## config.mk

```make
export PLATFORM = sky130hd
export DESIGN_NAME = melody_sequencer
export DESIGN_NICKNAME = d
export VERILOG_FILES = /design/src/rtl/melody_sequencer.sv
export SDC_FILE = /design/constraint.sdc
export NUM_CORES = 1
export LEC_CHECK = 0
export BUFFER_PORTS_ARGS = -buffer_cell sky130_fd_sc_hd__buf_2
export CAP_MARGIN = 20
export CORE_MARGIN = 8
export CORE_UTILIZATION = 45
export DETAILED_ROUTE_END_ITERATION = 8
export PLACE_DENSITY_LB_ADDON = 0.15
export SLEW_MARGIN = 40
export SYNTH_ARGS = -nofsm -noshare
export SYNTH_HDL_FRONTEND = slang
export SYNTH_SLANG_ARGS = --single-unit
export TNS_END_PERCENT = 50
```

## constraint.sdc

```tcl
create_clock -name clk -period 2.5 [get_ports clk]
set_input_delay 0.125 -clock clk [delete_from_list [all_inputs] [get_ports clk]]
set_output_delay 0.125 -clock clk [all_outputs]
set_load 0.01 [all_outputs]
```

## src/rtl/melody_sequencer.sv

```systemverilog
// Steps through a fixed 16-entry note table on a tempo tick.
// Each step drives a semitone index and a sound enable for the octave tone decoder.
//   state  | meaning
//   IDLE   | silent, waiting for start
//   LOAD   | one cycle: read entry[index], start a note or end the song
//   NOTE   | note or rest sounding for duration ticks
//   GAP    | silent ticks between notes
module melody_sequencer #(
  parameter int TICK_DIV  = 6_250_000,
  parameter int GAP_TICKS = 1
) (
  input  logic       clk,
  input  logic       resetN,
  input  logic       start,
  input  logic       stop,
  input  logic       loop,
  output logic [3:0] tone,
  output logic       enableSound,
  output logic       noteStrobe,
  output logic [3:0] noteIndex,
  output logic       busy,
  output logic       done
);

  localparam int TW = (TICK_DIV > 2) ? $clog2(TICK_DIV) : 1;

  typedef enum logic [1:0] {S_IDLE, S_LOAD, S_NOTE, S_GAP} state_t;

  state_t        r_state, w_state;
  logic          r_start, r_stop;
  logic [3:0]    r_index, w_index;
  logic          r_wrap, w_wrap;
  logic [3:0]    r_tone, w_tone;
  logic          r_en, w_en;
  logic          r_strobe, w_strobe;
  logic          r_done, w_done;
  logic [3:0]    r_dur, w_dur;
  logic [TW-1:0] r_tick, w_tick;
  logic [3:0]    r_beat, w_beat;
  logic [7:0]    w_entry;
  logic          w_tick_tc;
  logic          w_is_rest;

  always_comb begin
    w_entry = 8'h00;
    case (r_index)
      4'd0:    w_entry = 8'h02;
      4'd1:    w_entry = 8'h22;
      4'd2:    w_entry = 8'h42;
      4'd3:    w_entry = 8'hC1;
      4'd4:    w_entry = 8'h94;
      default: w_entry = 8'h00;
    endcase
  end

  assign w_tick_tc = (r_tick == TW'(TICK_DIV - 1));
  assign w_is_rest = (w_entry[7:4] > 4'd11);

  always_comb begin
    w_state  = r_state;
    w_index  = r_index;
    w_wrap   = r_wrap;
    w_tone   = r_tone;
    w_en     = r_en;
    w_strobe = 1'b0;
    w_done   = 1'b0;
    w_dur    = r_dur;
    w_tick   = '0;
    w_beat   = 4'd0;
    case (r_state)
      S_IDLE: begin
        if (r_start && !r_stop) begin
          w_state = S_LOAD;
          w_index = 4'd0;
          w_wrap  = 1'b0;
        end
      end
      S_LOAD: begin
        // a wrapped index counts as the end-of-song marker
        if (w_entry[3:0] == 4'd0 || r_wrap) begin
          if (loop) begin
            w_index = 4'd0;
            w_wrap  = 1'b0;
          end else begin
            w_done  = 1'b1;
            w_state = S_IDLE;
          end
        end else begin
          w_tone   = w_is_rest ? 4'd0 : w_entry[7:4];
          w_en     = !w_is_rest;
          w_strobe = 1'b1;
          w_dur    = w_entry[3:0];
          w_state  = S_NOTE;
        end
      end
      S_NOTE: begin
        w_tick = w_tick_tc ? '0 : r_tick + 1'b1;
        w_beat = w_tick_tc ? r_beat + 4'd1 : r_beat;
        if (w_tick_tc && r_beat == r_dur - 4'd1) begin
          w_en   = 1'b0;
          w_tick = '0;
          w_beat = 4'd0;
          if (GAP_TICKS > 0) begin
            w_state = S_GAP;
          end else begin
            w_index = r_index + 4'd1;
            w_wrap  = (r_index == 4'd15);
            w_state = S_LOAD;
          end
        end
      end
      S_GAP: begin
        w_tick = w_tick_tc ? '0 : r_tick + 1'b1;
        w_beat = w_tick_tc ? r_beat + 4'd1 : r_beat;
        if (w_tick_tc && r_beat == 4'(GAP_TICKS - 1)) begin
          w_tick  = '0;
          w_beat  = 4'd0;
          w_index = r_index + 4'd1;
          w_wrap  = (r_index == 4'd15);
          w_state = S_LOAD;
        end
      end
      default: w_state = S_IDLE;
    endcase
    if (r_state != S_IDLE && r_stop) begin
      w_state  = S_IDLE;
      w_en     = 1'b0;
      w_strobe = 1'b0;
      w_done   = 1'b0;
      w_tick   = '0;
      w_beat   = 4'd0;
    end
  end

  always_ff @(posedge clk or negedge resetN) begin
    if (!resetN) begin
      r_state  <= S_IDLE;
      r_start  <= 1'b0;
      r_stop   <= 1'b0;
      r_index  <= 4'd0;
      r_wrap   <= 1'b0;
      r_tone   <= 4'd0;
      r_en     <= 1'b0;
      r_strobe <= 1'b0;
      r_done   <= 1'b0;
      r_dur    <= 4'd0;
      r_tick   <= '0;
      r_beat   <= 4'd0;
    end else begin
      r_state  <= w_state;
      r_start  <= start;
      r_stop   <= stop;
      r_index  <= w_index;
      r_wrap   <= w_wrap;
      r_tone   <= w_tone;
      r_en     <= w_en;
      r_strobe <= w_strobe;
      r_done   <= w_done;
      r_dur    <= w_dur;
      r_tick   <= w_tick;
      r_beat   <= w_beat;
    end
  end

  assign tone        = r_tone;
  assign enableSound = r_en;
  assign noteStrobe  = r_strobe;
  assign noteIndex   = r_index;
  assign busy        = (r_state != S_IDLE);
  assign done        = r_done;

endmodule

```

Word-level counts from Yosys, hierarchy flattened
Index checks and enable logic that the tools add are counted.
{"block": "word_totals", "memories": 0, "reg_bits": 47, "mem_bits_rw": 0, "word_cells": 95, "latchBits": 0, "out_inout_bits": 12, "romBits": 0, "in_bits": 5}
{"block": "op_classes", "addsub": 4, "n_lt_le_gt_ge": 1, "multipliers": 0, "shifts": 0, "n_bitwise": 2, "n_reduce_logical": 17, "div_mod_pow": 0, "eq_ne": 19, "mux": 40}
{"cell": "23-bit 2-to-1 mux", "count": 4}
{"cell": "23-bit case mux with 2 select lines", "count": 1}
{"cell": "8-bit case mux with 5 select lines", "count": 1}
{"cell": "4-bit 2-to-1 mux", "count": 9}
{"cell": "23-bit by 1-bit adder with 23-bit output (second input constant)", "count": 1}
{"cell": "23-bit equality test (second input constant)", "count": 1}
{"cell": "1-bit 2-to-1 mux", "count": 14}
{"cell": "4-bit logical NOT", "count": 3}
{"cell": "2-bit 2-to-1 mux", "count": 6}
{"cell": "3-bit inequality test (second input constant)", "count": 4}
{"cell": "4-bit case mux with 3 select lines", "count": 1}
{"cell": "4-bit by 1-bit adder with 4-bit output (second input constant)", "count": 2}
{"cell": "4-bit by 2-bit equality test with 1-bit output (second input constant)", "count": 2}
{"cell": "2-bit inequality test (second input constant)", "count": 4}
{"cell": "2-bit case mux with 4 select lines", "count": 1}
{"cell": "4-bit case mux with 2 select lines", "count": 1}
{"cell": "5-bit AND reduction", "count": 1}
{"cell": "2-bit equality test (second input constant)", "count": 2}
{"cell": "4-bit by 1-bit equality test with 1-bit output (second input constant)", "count": 1}
{"cell": "4-bit by 3-bit equality test with 1-bit output (second input constant)", "count": 1}
{"cell": "4-bit equality test", "count": 1}
{"cell": "4-bit equality test (second input constant)", "count": 1}
{"cell": "4-bit > comparator (second input constant)", "count": 1}
{"cell": "1-bit logical AND", "count": 4}
{"cell": "14 further kinds", "count": 16}

Longest topological paths before layout
Gate-level depths: netlist of run 1.
{"block": "logic_depth", "word_depth": 7, "ltp_mapped": 8}

Least setup slack after synthesis of run 1
OpenSTA, ideal clock, no wires.
{"block": "synth_timing", "path_kind": "reg2reg", "startpoint": "register r_tick[0]", "endpoint": "register r_state[1]", "period_less_slack_ns": 2.306, "n_path_buf": 1, "path_stages_with_launch": 9, "required_ns": 2.373, "setup_slack_ns": 0.194, "setup_time_ns": 0.127, "t_arrival_ns": 2.179, "cell_sequence": "dfrtp_1 > ha_1 > and3_1 > nand2_1 > or4_1 > buf_2 > a211oi_4 > nand2_2 > mux2_1"}
{"block": "synth_via", "elab_chain_len": 4, "elab_cells_between_ends": 6}
{"element": "start, declared", "line_no": "38", "text": "logic [TW-1:0] r_tick, w_tick;"}
{"element": "start signal, assigned", "line_no": "160", "text": "r_tick <= w_tick;"}
{"element": "23-bit equality test *", "line_no": "56", "text": "assign w_tick_tc = (r_tick == TW'(TICK_DIV - 1));"}
{"element": "1-bit logical AND (on tied branches)", "line_no": "115, 99"}
{"element": "3-bit inequality test (no source line)"}
{"element": "4-bit AND reduction (no source line) *"}
{"element": "end signal, assigned", "line_no": "150", "text": "r_state <= w_state;"}
{"element": "end, declared", "line_no": "29", "text": "state_t r_state, w_state;"}
Every way passes the cells marked *; elsewhere a longest branch is shown, timed or not.
A chain may end at the register's enable or synchronous reset.

Worst setup path after layout of run 1
{"block": "layout_timing", "startpoint": "register r_tick[0]", "endpoint": "register r_state[0]"}
Same word-level chain as after synthesis.

==> results of run 1 <==
-- synth_stat cells (all sizes together) --
library cell / n
o31ai: 3
a31oi: 3
nor2b: 2
and2: 3
buf: 1
mux2: 2
a21oi: 7
nand3: 15
a21o: 3
dfrtp: 46
o21a: 1
nand2b: 1
a211o: 1
nand4: 7
a211oi: 1
inv: 16
o21ai: 8
xnor2: 12
a21boi: 1
clkbuf: 6
or4: 1
o22ai: 1
and3b: 1
o21bai: 1
and3: 5
nor2: 33
o41ai: 1
nor3: 7
a41oi: 1
xor2: 16
nand2: 30
nor4: 6
mux2i: 1
ha: 12
or3: 2
and4bb: 1
-- metal layers --
metal  up-vias  routed length [um]  track usage [%]
met4         0                  71             4.53
met1       866                2410             18.1
met5         -                   0                0
met2        24                2070             20.0
met3         6                 167             3.22
li1        926                   -                -
-- worst reg2reg max path, cell delays in order (launching register included) --
cell and delay (ns):
dfrtp_1 0.40, ha_1 0.22, and3_1 0.22, nand2_1 0.08, or4_1 0.60, a211oi_4 0.29
nand2_2 0.09, mux2_1 0.31
-- final timing paths --
| check | end | slack, ns | cells after the start |
|---|---|---|---|
| worst min-delay path | done$_DFF_PN0_ | 0.02 | 2 |
| worst max register to register | r_state[0]$_DFFE_PN0P_ | 0.18 | 7 |
| worst min register to register | tone[0]$_DFFE_PN0P_ | 0.47 | 1 |
| worst max-delay path | r_state[0]$_DFFE_PN0P_ | 0.18 | 7 |
| max in group asynchronous | noteIndex[1]$_DFFE_PN0P_ | 1.49 | 3 |
| min in group asynchronous | r_tick[16]$_DFF_PN0_ | 0.28 | 2 |
-- power by group --
part | switching, mW | internal, mW
clock network | 0.234 | 0.193
logic | 0.311 | 0.217
registers | 0.0421 | 0.790
total | 0.587 | 1.20
-- cell families (layout without fill, tap and decap cells) --
logic type / count (synthesis) / after routing
xor gates and xnor gates: 28 / 28
adders and majority gates: 12 / 12
and+or+nand+nor: 114 / 114
muxes: 3 / 3
AOI/OAI and AO/OA: 32 / 32
buffers and inverters: 23 / 53
DFF: 46 / 46
-- flip-flops by register name, summed over array words and instances (netlist names) --
register,cells
r_start,1
r_tick,23
r_beat,4
noteIndex,4
noteStrobe,1
r_dur,3
done,1
enableSound,1
r_stop,1
r_state,2
tone,4
r_wrap,1
-- cell type report --
type / count / area, sq um / area share (%)
repair buffers: 30 / 205 / 7.41
inverters: 16 / 60.1 / 2.17
flip-flops and latches: 46 / 1150 / 41.6
clock buffers: 7 / 76.3 / 2.76
well taps: 70 / 87.6 / 3.16
multi-input cells: 189 / 1190 / 42.9
-- stage by stage --
stage               util [%]  total power [mW]  hold WS (ns)
global placement        51.5              1.37        0.0814
detailed placement      51.5              1.38        0.0800
floorplan                  -              1.20        -0.171
finish                  53.5              1.79        0.0177
global route            53.5              1.92       0.00676
CTS                     53.5              1.81        0.0114
==> impl_metrics.csv, run 1 <==
group,metric,value,unit
synthesis,synth_top_family_by_area,"simple AND/OR/NAND/NOR gates",
synthesis,synth_mux_area_share,1.34,%
synthesis,synth_area,2430,sq um
timing,layout_setup_ws,0.184,ns
worst_hold_path,hp-start,"loop",
power_and_ir_drop,p_per_area,646,nW/um^2
cells_and_area,insertedDiodeCount,0,
setup_path,crit_fanout,4,
grt,grt_pass1_wl,8300,um
setup_path,arrival,2.50,ns
cells_and_area,fin_area,2770,sq um
grt,grt-ovfl-total,0,
route,dr_total_vias,1822,
cells_and_area,syn_to_final_growth,14.1,%
clocking,clock_latency,0.29,ns
setup_path,crit_buf_inv,0,
setup_path,critPathLaunchType,"flip-flop",
clocking,post_cts_buffers,0,
place,port_buffers,16,
timing,period_needed,2.32,ns
route,viasPerCell,5.09,
floorplanning,num_rows,26,
setup_path,slowest_stage,"or4_1",
route,routedWlPerCell,13.2,um
setup_path,crit_required,2.68,ns
clocking,cts_tree,"built",
worst_hold_path,hold_class,"primary input to flip-flop",
floorplanning,die_h,89.4,um
timing,tightest_slew,0.402,ns
synthesis,synth_seq_area_share,47.4,%
timing,slew_viol_final,0,
synthesis,synthSimpleGateAreaFrac,22.5,%
timing,fmax,432,MHz
cells_and_area,nFillCells,487,
clocking,cts_hold_buffers,3,
place,place_congestion,0.737,
setup_path,worstSetupPathType,"flip-flop to flip-flop",
synthesis,synth_cell_types,39,
route,drtIter0Drc,56,
place,dpl_worst_slack,0.192,ns
timing,hold_viol,0,
timing,slew_headroom,73.2,%
clocking,cts_resized,0,
route,ant_nets,0,
synthesis,synth-compound-area-share,8.81,%
synthesis,synth_seq_cells,46,
grt,grt_pass1_vias,1792,
setup_path,crit_chain,"ha_1 > and3_1 > nand2_1 > or4_1 > a211oi_4 > nand2_2 > mux2_1",
synthesis,synth_area_leaders,"dfrtp_1 47%, ha_1 6.2%, xor2_1 5.8%",
timing,tns,0,ns
cells_and_area,drive_above_1_share,12.2,%
synthesis,synth_top_area_share,47.4,%
setup_path,max_stage_delay,0.60,ns
power_and_ir_drop,leakagePower,1.26,nW
floorplanning,initial_core_util,46.9,%
setup_path,cp_top_family,"simple AND/OR/NAND/NOR gates",
setup_path,end_kind,"flip-flop",
route,drc,0,
setup_path,startpoint,"r_tick[0]$_DFF_PN0_",
clocking,ctsLongestPathBuffers,2,
floorplanning,ios,17,
synthesis,syn-num-nets,275,
cells_and_area,final_common_cell,"dfrtp_1",
cells_and_area,fin_cells,358,
synthesis,syn_avg_cell_area,9.41,sq um
place,dp.cells,348,
cells_and_area,fin_nets,305,
floorplanning,die_area,8000,sq um
flow_run,maxCapViolations,0,
place,place_area,2660,sq um
route,totalWireLength,4720,um
setup_path,r2r-start,"r_tick[0]$_DFF_PN0_",
timing,finClkSkew,0.00802,ns
synthesis,synth_area_leader_cell,"dfrtp_1",
synthesis,synth_adder_area_share,6.19,%
grt,grtUsageTotal,13.3,%
place,hpwlAfterDp,3470,um
clocking,cts.reportedPaths.clkPinSlew,0.08,ns
floorplanning,die_x,89.4,um
run_status,outcome,"finished clean",
clocking,h-tree-depth,2,
timing,fin_crit_sh,92.6,%
power_and_ir_drop,ir_drop,0.321,mV
route,dr.pass1.iters,4,
synthesis,syn_inst,258,
clocking,clock_sinks,46,
clocking,numCtsBuffers,5,
floorplanning,core_area,5170,sq um
synthesis,synth_xor_area_share,10.1,%
grt,grt_max_degree,30,
timing,rsz0062_at_grt,"false",
clocking,root_buffer,"clkbuf_8",
timing,finalSetupViolCount,0,
cells_and_area,layout_common_cells,"46 x dfrtp_1, 33 x nor2_1, 29 x nand2_1",
synthesis,synth_warnings,0,
grt,antenna_found_initial,0,
Power figures use the tool's default switching activity.
==> inputs of run 2 (changes only) <==
--- a/config.mk
+++ b/config.mk
@@ -11,6 +11,7 @@
 export CORE_UTILIZATION = 45
 export DETAILED_ROUTE_END_ITERATION = 8
 export PLACE_DENSITY_LB_ADDON = 0.15
+export REMOVE_ABC_BUFFERS = 1
 export SLEW_MARGIN = 40
 export SYNTH_ARGS = -nofsm -noshare
 export SYNTH_HDL_FRONTEND = slang
==> constraint.sdc (replaced) <==
create_clock -name clk -period 2.5 [get_ports clk]
set_input_delay 0.5 -clock clk [delete_from_list [all_inputs] [get_ports clk]]
set_output_delay 0.5 -clock clk [all_outputs]
set_load 0.01 [all_outputs]
==> run 2 against run 1 <==
Against the previous run: global-route usage grew 0.073 points; register-to-register slack about the same; maximum frequency rose by 0.40%; die area unchanged; worst setup slack better by 0.0092 ns.
==> impl_metrics.csv, run 2 (same netlist as run 1, synthesis figures left out) <==
group,metric,value,unit
clocking,ctsLongestPathBuffers,2,
grt,grt_pass1_wl,8280,um
timing,hold_viol,0,
setup_path,end_kind,"flip-flop",
setup_path,arrival,2.49,ns
timing,tightest_slew,0.657,ns
timing,period_needed,2.31,ns
timing,finClkSkew,0.00616,ns
grt,grt_pass1_vias,1801,
floorplanning,die_h,89.4,um
clocking,post_cts_buffers,0,
timing,slew_viol_final,0,
route,ant_nets,0,
timing,rsz0062_at_grt,"false",
clocking,numCtsBuffers,5,
grt,grt_max_degree,29,
setup_path,cp-endpoint,"r_state[1]$_DFFE_PN0P_",
route,dr_total_vias,1801,
timing,fin_crit_sh,92.3,%
power_and_ir_drop,ir_drop,0.414,mV
setup_path,crit_required,2.68,ns
grt,antenna_found_initial,0,
power_and_ir_drop,power,1.88,mW
power_and_ir_drop,p_per_area,682,nW/um^2
grt,grt-ovfl-total,0,
flow_run,maxCapViolations,0,
cells_and_area,ff_latch_area,1150,sq um
cells_and_area,multi_input_area,1190,sq um
clocking,clock_latency,0.30,ns
timing,tns,0,ns
clocking,root_buffer,"clkbuf_8",
floorplanning,die_x,89.4,um
floorplanning,core_area,5170,sq um
floorplanning,num_rows,26,
cells_and_area,syn_to_final_growth,13.9,%
setup_path,critPathLaunchType,"flip-flop",
place,port_buffers,16,
setup_path,crit_fanout,4,
timing,fmax,433,MHz
clocking,cts_tree,"built",
route,dr.pass1.iters,5,
place,place_congestion,0.786,
worst_hold_path,hold_class,"primary input to asynchronous set/reset pin",
cells_and_area,regMostFlops,"r_tick",
grt,grtUsageTotal,13.4,%
floorplanning,initial_core_util,46.9,%
place,hpwlAfterDp,3530,um
power_and_ir_drop,leakagePower,1.26,nW
setup_path,ff2ff_setup_slack,0.19,ns
setup_path,worstSetupPathType,"flip-flop to flip-flop",
cells_and_area,fin_nets,301,
cells_and_area,largest_reg_flops,23,
floorplanning,ios,17,
clocking,cts_hold_buffers,0,
route,drtIter0Drc,79,
setup_path,r2r-start,"r_tick[0]$_DFF_PN0_",
run_status,outcome,"finished clean",
cells_and_area,layout_common_cells,"46 x dfrtp_1, 33 x nor2_1, 29 x nand2_1",
setup_path,reg2reg_depth,7,
cells_and_area,drive_above_1_share,13.0,%
timing,slew_headroom,56.2,%
place,dp.cells,347,
timing,finalSetupViolCount,0,
cells_and_area,fin_cells,355,
clocking,cts.reportedPaths.clkPinSlew,0.08,ns
clocking,clock_sinks,46,
route,drc,0,
cells_and_area,nFillCells,480,
route,viasPerCell,5.07,
route,totalWireLength,4700,um
cells_and_area,insertedDiodeCount,0,
clocking,h-tree-depth,2,
clocking,cts_resized,0,
cells_and_area,final_common_cell,"dfrtp_1",
route,routedWlPerCell,13.2,um
setup_path,startpoint,"r_tick[0]$_DFF_PN0_",
floorplanning,die_area,8000,sq um
setup_path,reg2reg_to,"r_state[1]$_DFFE_PN0P_",
==> run 2: changes by cell type in the layout (fill, tap and decap cells not counted), sizes merged <==
cell	change
clkbuf	+1
buf	-1
dlygate4sd3	-3
==> run 2: how the worst min path moves through the flow <==
stage | endpoint | from | slack [ns]
global route | noteIndex[2]$_DFFE_PN0P_ | resetN | 0.28
finish | r_tick[9]$_DFF_PN0_ | resetN | 0.23
floorplan | done$_DFF_PN0_ | resetN | 0.20
global placement | tone[3]$_DFFE_PN0P_ | tone[3]$_DFFE_PN0P_ | 0.46
CTS | r_tick[14]$_DFF_PN0_ | resetN | 0.25
detailed placement | tone[3]$_DFFE_PN0P_ | tone[3]$_DFFE_PN0P_ | 0.46
==> run 2: power by group <==
group,internal (mW),switching [mW]
logic,0.215,0.313
registers,0.791,0.0430
clock network,0.279,0.244
==> run 2: per-stage QoR <==
stage                     util [%]  instance area, sq um  setup slack [ns]  hold slack (ns)
after detailed placement      51.3                  2660             0.177            0.461
after CTS                     53.5                  2770             0.171            0.247
after global placement        51.3                  2660             0.253            0.456
after global routing          53.5                  2770            0.0265            0.280
after floorplan                  -                  2400             0.176            0.204
final                         53.5                  2770             0.193            0.227
==> run 2: critical path, stage by stage, from the launching register on <==
cell      delay (ns)
dfrtp_1         0.39
ha_1            0.21
and3_1          0.22
nand2_1         0.08
or4_1           0.60
a211oi_4        0.30
nand2_2         0.09
mux2_1          0.31
==> run 2: final cells by class <==
cell class                      instances  area share, %
Timing Repair Buffer                   26           6.06
Sequential cell                        46           41.6
Clock buffer                            8           3.98
Tap cell                               70           3.17
Multi-Input combinational cell        189           43.0
Inverter                               16           2.17
==> run 2: per-layer routing <==
metal	track usage (%)	part of all wire (%)	wire, um
met1	18.2	51	2400
met2	20.3	44	2060
met3	3.31	3.9	183
met4	4.08	1.2	56
met5	0	0	0
